`src/rtl/control_word_sequencer.sv`:
```
// Control-word sequencer for the DE0 datapath test: debounces the push-buttons,
// records control words from the switches and replays them one step at a time.

module cws_debounce #(
    parameter int DEBOUNCE_CYCLES = 500000
) (
    input  logic clock,
    input  logic reset,
    input  logic raw,
    output logic press
);
    localparam int CNT_W = (DEBOUNCE_CYCLES > 1) ? $clog2(DEBOUNCE_CYCLES) : 1;

    logic             sync_a;
    logic             sync_b;
    logic             cand;
    logic             level;
    logic [CNT_W-1:0] cnt;

    // cand tracks the synchronised level; any change restarts the stability count
    always_ff @(posedge clock or negedge reset) begin
        if (!reset) begin
            sync_a <= 1'b0;
            sync_b <= 1'b0;
            cand   <= 1'b0;
            level  <= 1'b0;
            cnt    <= '0;
            press  <= 1'b0;
        end else begin
            sync_a <= raw;
            sync_b <= sync_a;
            press  <= 1'b0;
            if (sync_b != cand) begin
                cand <= sync_b;
                cnt  <= '0;
            end else if (cand != level) begin
                if (cnt == CNT_W'(DEBOUNCE_CYCLES - 1)) begin
                    level <= cand;
                    press <= cand;
                    cnt   <= '0;
                end else begin
                    cnt <= cnt + 1'b1;
                end
            end else begin
                cnt <= '0;
            end
        end
    end
endmodule

module control_word_sequencer #(
    parameter int CW_WIDTH        = 37,
    parameter int DEPTH           = 16,
    parameter int ADDR_W          = 4,
    parameter int DEBOUNCE_CYCLES = 500000
) (
    input  logic                clock,
    input  logic                reset,
    input  logic [CW_WIDTH-1:0] sw_cw,
    input  logic                btn_load,
    input  logic                btn_step,
    input  logic                mode_run,
    output logic [CW_WIDTH-1:0] control_word,
    output logic                step_en,
    output logic [ADDR_W:0]     seq_len,
    output logic [ADDR_W-1:0]   rd_ptr,
    output logic                full,
    output logic                wrapped
);
    typedef enum logic [1:0] {S_LOAD, S_RUN, S_ISSUE} state_t;

    state_t              state;
    state_t              ret_state;
    logic                load_p;
    logic                step_p;
    logic                mode_a;
    logic                mode_sync;
    logic                mem_we;
    logic [ADDR_W:0]     rd_next;
    logic [CW_WIDTH-1:0] mem [DEPTH];

    cws_debounce #(.DEBOUNCE_CYCLES(DEBOUNCE_CYCLES)) u_load_db (
        .clock (clock),
        .reset (reset),
        .raw   (btn_load),
        .press (load_p)
    );

    cws_debounce #(.DEBOUNCE_CYCLES(DEBOUNCE_CYCLES)) u_step_db (
        .clock (clock),
        .reset (reset),
        .raw   (btn_step),
        .press (step_p)
    );

    always_ff @(posedge clock or negedge reset) begin
        if (!reset) begin
            mode_a    <= 1'b0;
            mode_sync <= 1'b0;
        end else begin
            mode_a    <= mode_run;
            mode_sync <= mode_a;
        end
    end

    assign full    = (seq_len == (ADDR_W + 1)'(DEPTH));
    // A simultaneous step press wins over a load press
    assign mem_we  = (state == S_LOAD) && load_p && !step_p && !full;
    assign rd_next = {1'b0, rd_ptr} + 1'b1;

    // Storage carries no reset so it maps onto plain RAM
    always_ff @(posedge clock) begin
        if (mem_we) begin
            mem[seq_len[ADDR_W-1:0]] <= sw_cw;
        end
    end

    // ISSUE sits between the control-word update and step_en, giving a full setup cycle
    always_ff @(posedge clock or negedge reset) begin
        if (!reset) begin
            state        <= S_LOAD;
            ret_state    <= S_LOAD;
            control_word <= '0;
            step_en      <= 1'b0;
            seq_len      <= '0;
            rd_ptr       <= '0;
            wrapped      <= 1'b0;
        end else begin
            step_en <= 1'b0;
            wrapped <= 1'b0;
            case (state)
                S_LOAD: begin
                    if (step_p) begin
                        control_word <= sw_cw;
                        ret_state    <= S_LOAD;
                        state        <= S_ISSUE;
                    end else begin
                        if (mem_we) begin
                            seq_len <= seq_len + 1'b1;
                        end
                        if (mode_sync) begin
                            state  <= S_RUN;
                            rd_ptr <= '0;
                        end
                    end
                end
                S_RUN: begin
                    if (step_p && seq_len != '0) begin
                        control_word <= mem[rd_ptr];
                        if (rd_next == seq_len) begin
                            rd_ptr  <= '0;
                            wrapped <= 1'b1;
                        end else begin
                            rd_ptr <= rd_next[ADDR_W-1:0];
                        end
                        ret_state <= S_RUN;
                        state     <= S_ISSUE;
                    end else if (!mode_sync) begin
                        state <= S_LOAD;
                    end
                end
                S_ISSUE: begin
                    step_en <= 1'b1;
                    state   <= ret_state;
                end
                default: state <= S_LOAD;
            endcase
        end
    end
endmodule

```
`config.mk`:
```
export PLATFORM = sky130hd
export DESIGN_NAME = control_word_sequencer
export DESIGN_NICKNAME = d
export VERILOG_FILES = /design/src/rtl/control_word_sequencer.sv
export SDC_FILE = /design/constraint.sdc
export NUM_CORES = 1
export LEC_CHECK = 0
export CORE_ASPECT_RATIO = 0.5
export CORE_MARGIN = 3
export CORE_UTILIZATION = 61
export CTS_CLUSTER_DIAMETER = 30
export DETAILED_ROUTE_END_ITERATION = 10
export GPL_ROUTABILITY_DRIVEN = 0
export GPL_TIMING_DRIVEN = 1
export HOLD_SLACK_MARGIN = 0.08
export PLACE_DENSITY = 0.89
export SYNTH_ARGS = -nofsm -noshare
export SYNTH_HDL_FRONTEND = slang
export SYNTH_HIERARCHICAL = 1
export SYNTH_SLANG_ARGS = --single-unit
```
`constraint.sdc`:
```
create_clock -name clock -period 6.3 [get_ports clock]
set_clock_uncertainty 0.2 [all_clocks]
set_input_delay 0.945 -clock clock [delete_from_list [all_inputs] [get_ports clock]]
set_output_delay 0.945 -clock clock [all_outputs]
set_load 0.02 [all_outputs]
```
==> results.py <==
metrics = {
    "clock_network": {
        "post_cts_buffers": 0,
        "cts_hold_buf": 0,
        "ctsResizeCount": 0,
        "tritoncts": "done",
        "ctsHtreeMaxLevel": 3,
        "clk_pin_slew_ns": 0.07,
        "cts-root-buf": "clkbuf_16",
        "cts_made_buffers": 73,
        "clk-insertion-delay-late_ns": 0.60,
        "cts.sink_count": 693,
        "clockBufferDepth": 3,
    },
    "sta": {
        "min_period_ns": 3.98,
        "tns_ns": 0,
        "hold_slack_ns": 0.155,
        "worst_pin_slew_ns": 1.32,
        "slew-limit-headroom_pct": 11.7,
        "setup_viol": 0,
        "setup_slack_ns": 2.32,
        "fmax_mhz": 251,
        "slew_viol_final": 0,
        "min_period_over_period_pct": 63.2,
        "hold_viol": 0,
        "rsz0062_at_grt": "no",
    },
    "worst_setup_path": {
        "cp.arrival_ns": 4.04,
        "worst-path-buf-inv": 2,
        "crit_chain": "inv_1 -> ha_1 -> and3_1 -> nor2_1 -> nand2_1 -> nor2_4 -> buf_4",
        "path_class": "reg -> reg",
        "slowest_stage": "nor2_4",
        "max_stage_delay_ns": 0.77,
        "worstPathMaxFanout": 20,
        "start_kind": "flip-flop",
        "reg2reg_slack_ns": 2.32,
        "path_delay_family": "simple AND/OR/NAND/NOR gates",
        "cp.required_ns": 6.36,
        "cp-end-kind": "flip-flop",
    },
    "final_layout": {
        "syn2layout_area_growth_pct": 15.0,
        "utilization_pct": 72.7,
        "final_nets": 1506,
        "drive_gt1_share_pct": 23.9,
        "final_common_cell": "edfxtp_1",
        "final_area_um2": 31200,
        "insertedDiodeCount": 0,
        "finalNonFillerCells": 2093,
        "final_cell_mix": "edfxtp_1, mux4_2, dfrtp_1, clkdlybuf4s50_1, clkbuf_16",
    },
    "detailed_routing": {
        "wl_per_cell_um": 35.2,
        "vias": 15400,
        "drc_errors": 0,
        "vias_per_cell": 7.37,
        "ant_nets": 0,
        "drtIter0Drc": 2724,
        "dr.pass1.iters": 7,
        "wl_um": 73600,
    },
    "pwr": {
        "vdd_ir_drop_max_uv": 185,
        "p_total_mw": 10.9,
        "p_leak_nw": 10.1,
        "powerDensity_nw_per_um2": 349,
    },
    "logic_synthesis": {
        "yosysWarnings": 6,
        "ys_seq_elements": 693,
        "async_flop_share_pct": 14.6,
        "syn_area_per_cell_um2": 20.3,
        "synth_cell_types": 48,
        "synth_edf_count": 592,
        "yosysSeqAreaShare_pct": 74.8,
        "synthesis.area_um2": 27100,
        "syn_inst": 1339,
        "synth_flop_cell": "edfxtp_1",
        "synth_fp_nets": 1388,
    },
    "placed_design": {
        "hpwl_um": 33300,
        "place_area_um2": 28700,
        "io_buffers": 90,
        "dp.cells": 1959,
        "pre_cts_ws_ns": 2.68,
    },
    "global_routing": {
        "grt-ovfl-total": 0,
        "use_met3_pct": 7.43,
        "grt_max_degree": 101,
        "grt_usage_pct": 31.8,
        "grt_use_met2_pct": 51.7,
        "antenna_found_initial": 0,
        "grt_pass1_wl_um": 109000,
        "grt_pass1_vias": 16100,
        "grtUsageMet1_pct": 41.1,
        "grt_busiest_layer": "met2",
    },
    "min_path": {
        "hold_class": "reg -> reg",
    },
    "status": {
        "status": "finished clean",
    },
    "die": {
        "core_um2": 43000,
        "start_util_pct": 63.2,
        "pin_count": 91,
        "die_h_um": 155,
        "rows": 53,
        "die_area_um2": 47200,
        "die_w_um": 304,
    },
    "job": {
        "drv_cap": 0,
    },
}
## worst reg2reg max path: cells and delay by family (launching register included)
family	cells	cell delay [ns]
DFF	1	0.53
adders and majority gates	1	0.31
and+or+nand+nor	4	1.95
buffers and inverters	2	0.66
## cell usage after synthesis, types with 4 or more instances
cell type | number | area (um2)
a21oi_1 | 11 | 55.1
a222oi_1 | 37 | 370
buf_1 | 4 | 15.0
buf_2 | 25 | 125
buf_4 | 8 | 60.1
buf_6 | 4 | 45.0
clkbuf_1 | 32 | 120
dfrtp_1 | 101 | 2530
edfxtp_1 | 592 | 17800
ha_1 | 7 | 87.6
inv_1 | 13 | 48.8
mux2_2 | 37 | 417
mux2i_1 | 39 | 390
mux4_2 | 148 | 3330
nand2_1 | 31 | 116
nand2b_1 | 5 | 31.3
nand3_1 | 17 | 85.1
nand4_1 | 14 | 87.6
nand4_2 | 4 | 50.1
nor2_1 | 55 | 206
nor3_1 | 10 | 50.1
nor4_1 | 12 | 75.1
o21ai_0 | 6 | 30.0
o31ai_1 | 46 | 345
or2_1 | 4 | 25.0
or4_1 | 8 | 60.1
xnor2_1 | 24 | 210
xor2_1 | 10 | 87.6
## cell type report
class / count / area [um2]
clock inverter: 44 / 524
multi-input combinational: 558 / 6510
clock buffer: 90 / 1960
sequential: 693 / 20300
inverter: 13 / 48.8
timing repair buffer: 118 / 1130
fill: 2152 / 11800
tap: 577 / 722
## sequential cells by signal, indices dropped and copies added, names as in the netlist, 2 cells and up
register	cells
u_load_db/cnt	19
rd_ptr	4
state	2
control_word	37
seq_len	5
u_step_db/cnt	19
mem	592
## metal layers
layer	up-vias	wire length, um
met5	-	0
met4	0	4180
met3	344	9440
met2	1534	35900
met1	7736	24000
li1	5817	-
## path summary, 6_finish.rpt
check | startpoint | end | depth (start not counted)
min | u_load_db/sync_a$_DFF_PN0_ | u_load_db/sync_b$_DFF_PN0_ | 0
max reg2reg | seq_len[0]$_DFFE_PN0P_ | mem[7][18]$_DFFE_PP_ | 7
max in group asynchronous | reset | u_step_db/cnt[16]$_DFF_PN0_ | 2
min reg2reg | u_load_db/sync_a$_DFF_PN0_ | u_load_db/sync_b$_DFF_PN0_ | 0
min in group asynchronous | reset | control_word[32]$_DFFE_PN0P_ | 1
max | seq_len[0]$_DFFE_PN0P_ | mem[7][18]$_DFFE_PP_ | 7
## logic make-up (layout without fill, tap and decap cells)
family	Yosys count	count (layout)	share of synthesized area, %
AO/OA/AOI/OAI	111	111	3.31
XOR/XNOR	34	34	1.10
adder cells (fa/ha/maj)	7	7	0.323
buffers and inverters	88	265	1.66
flip-flops	693	693	74.8
multiplexers	224	224	15.3
AND/OR/NAND/NOR	182	182	3.55
## where the power goes
part	leakage (nW)	internal (mW)	switching (mW)	total, mW
logic	2.36	0.602	0.611	1.21
clock network	1.20	2.57	1.96	4.54
registers	6.50	4.99	0.138	5.13
(Power assumes the default switching activity.)
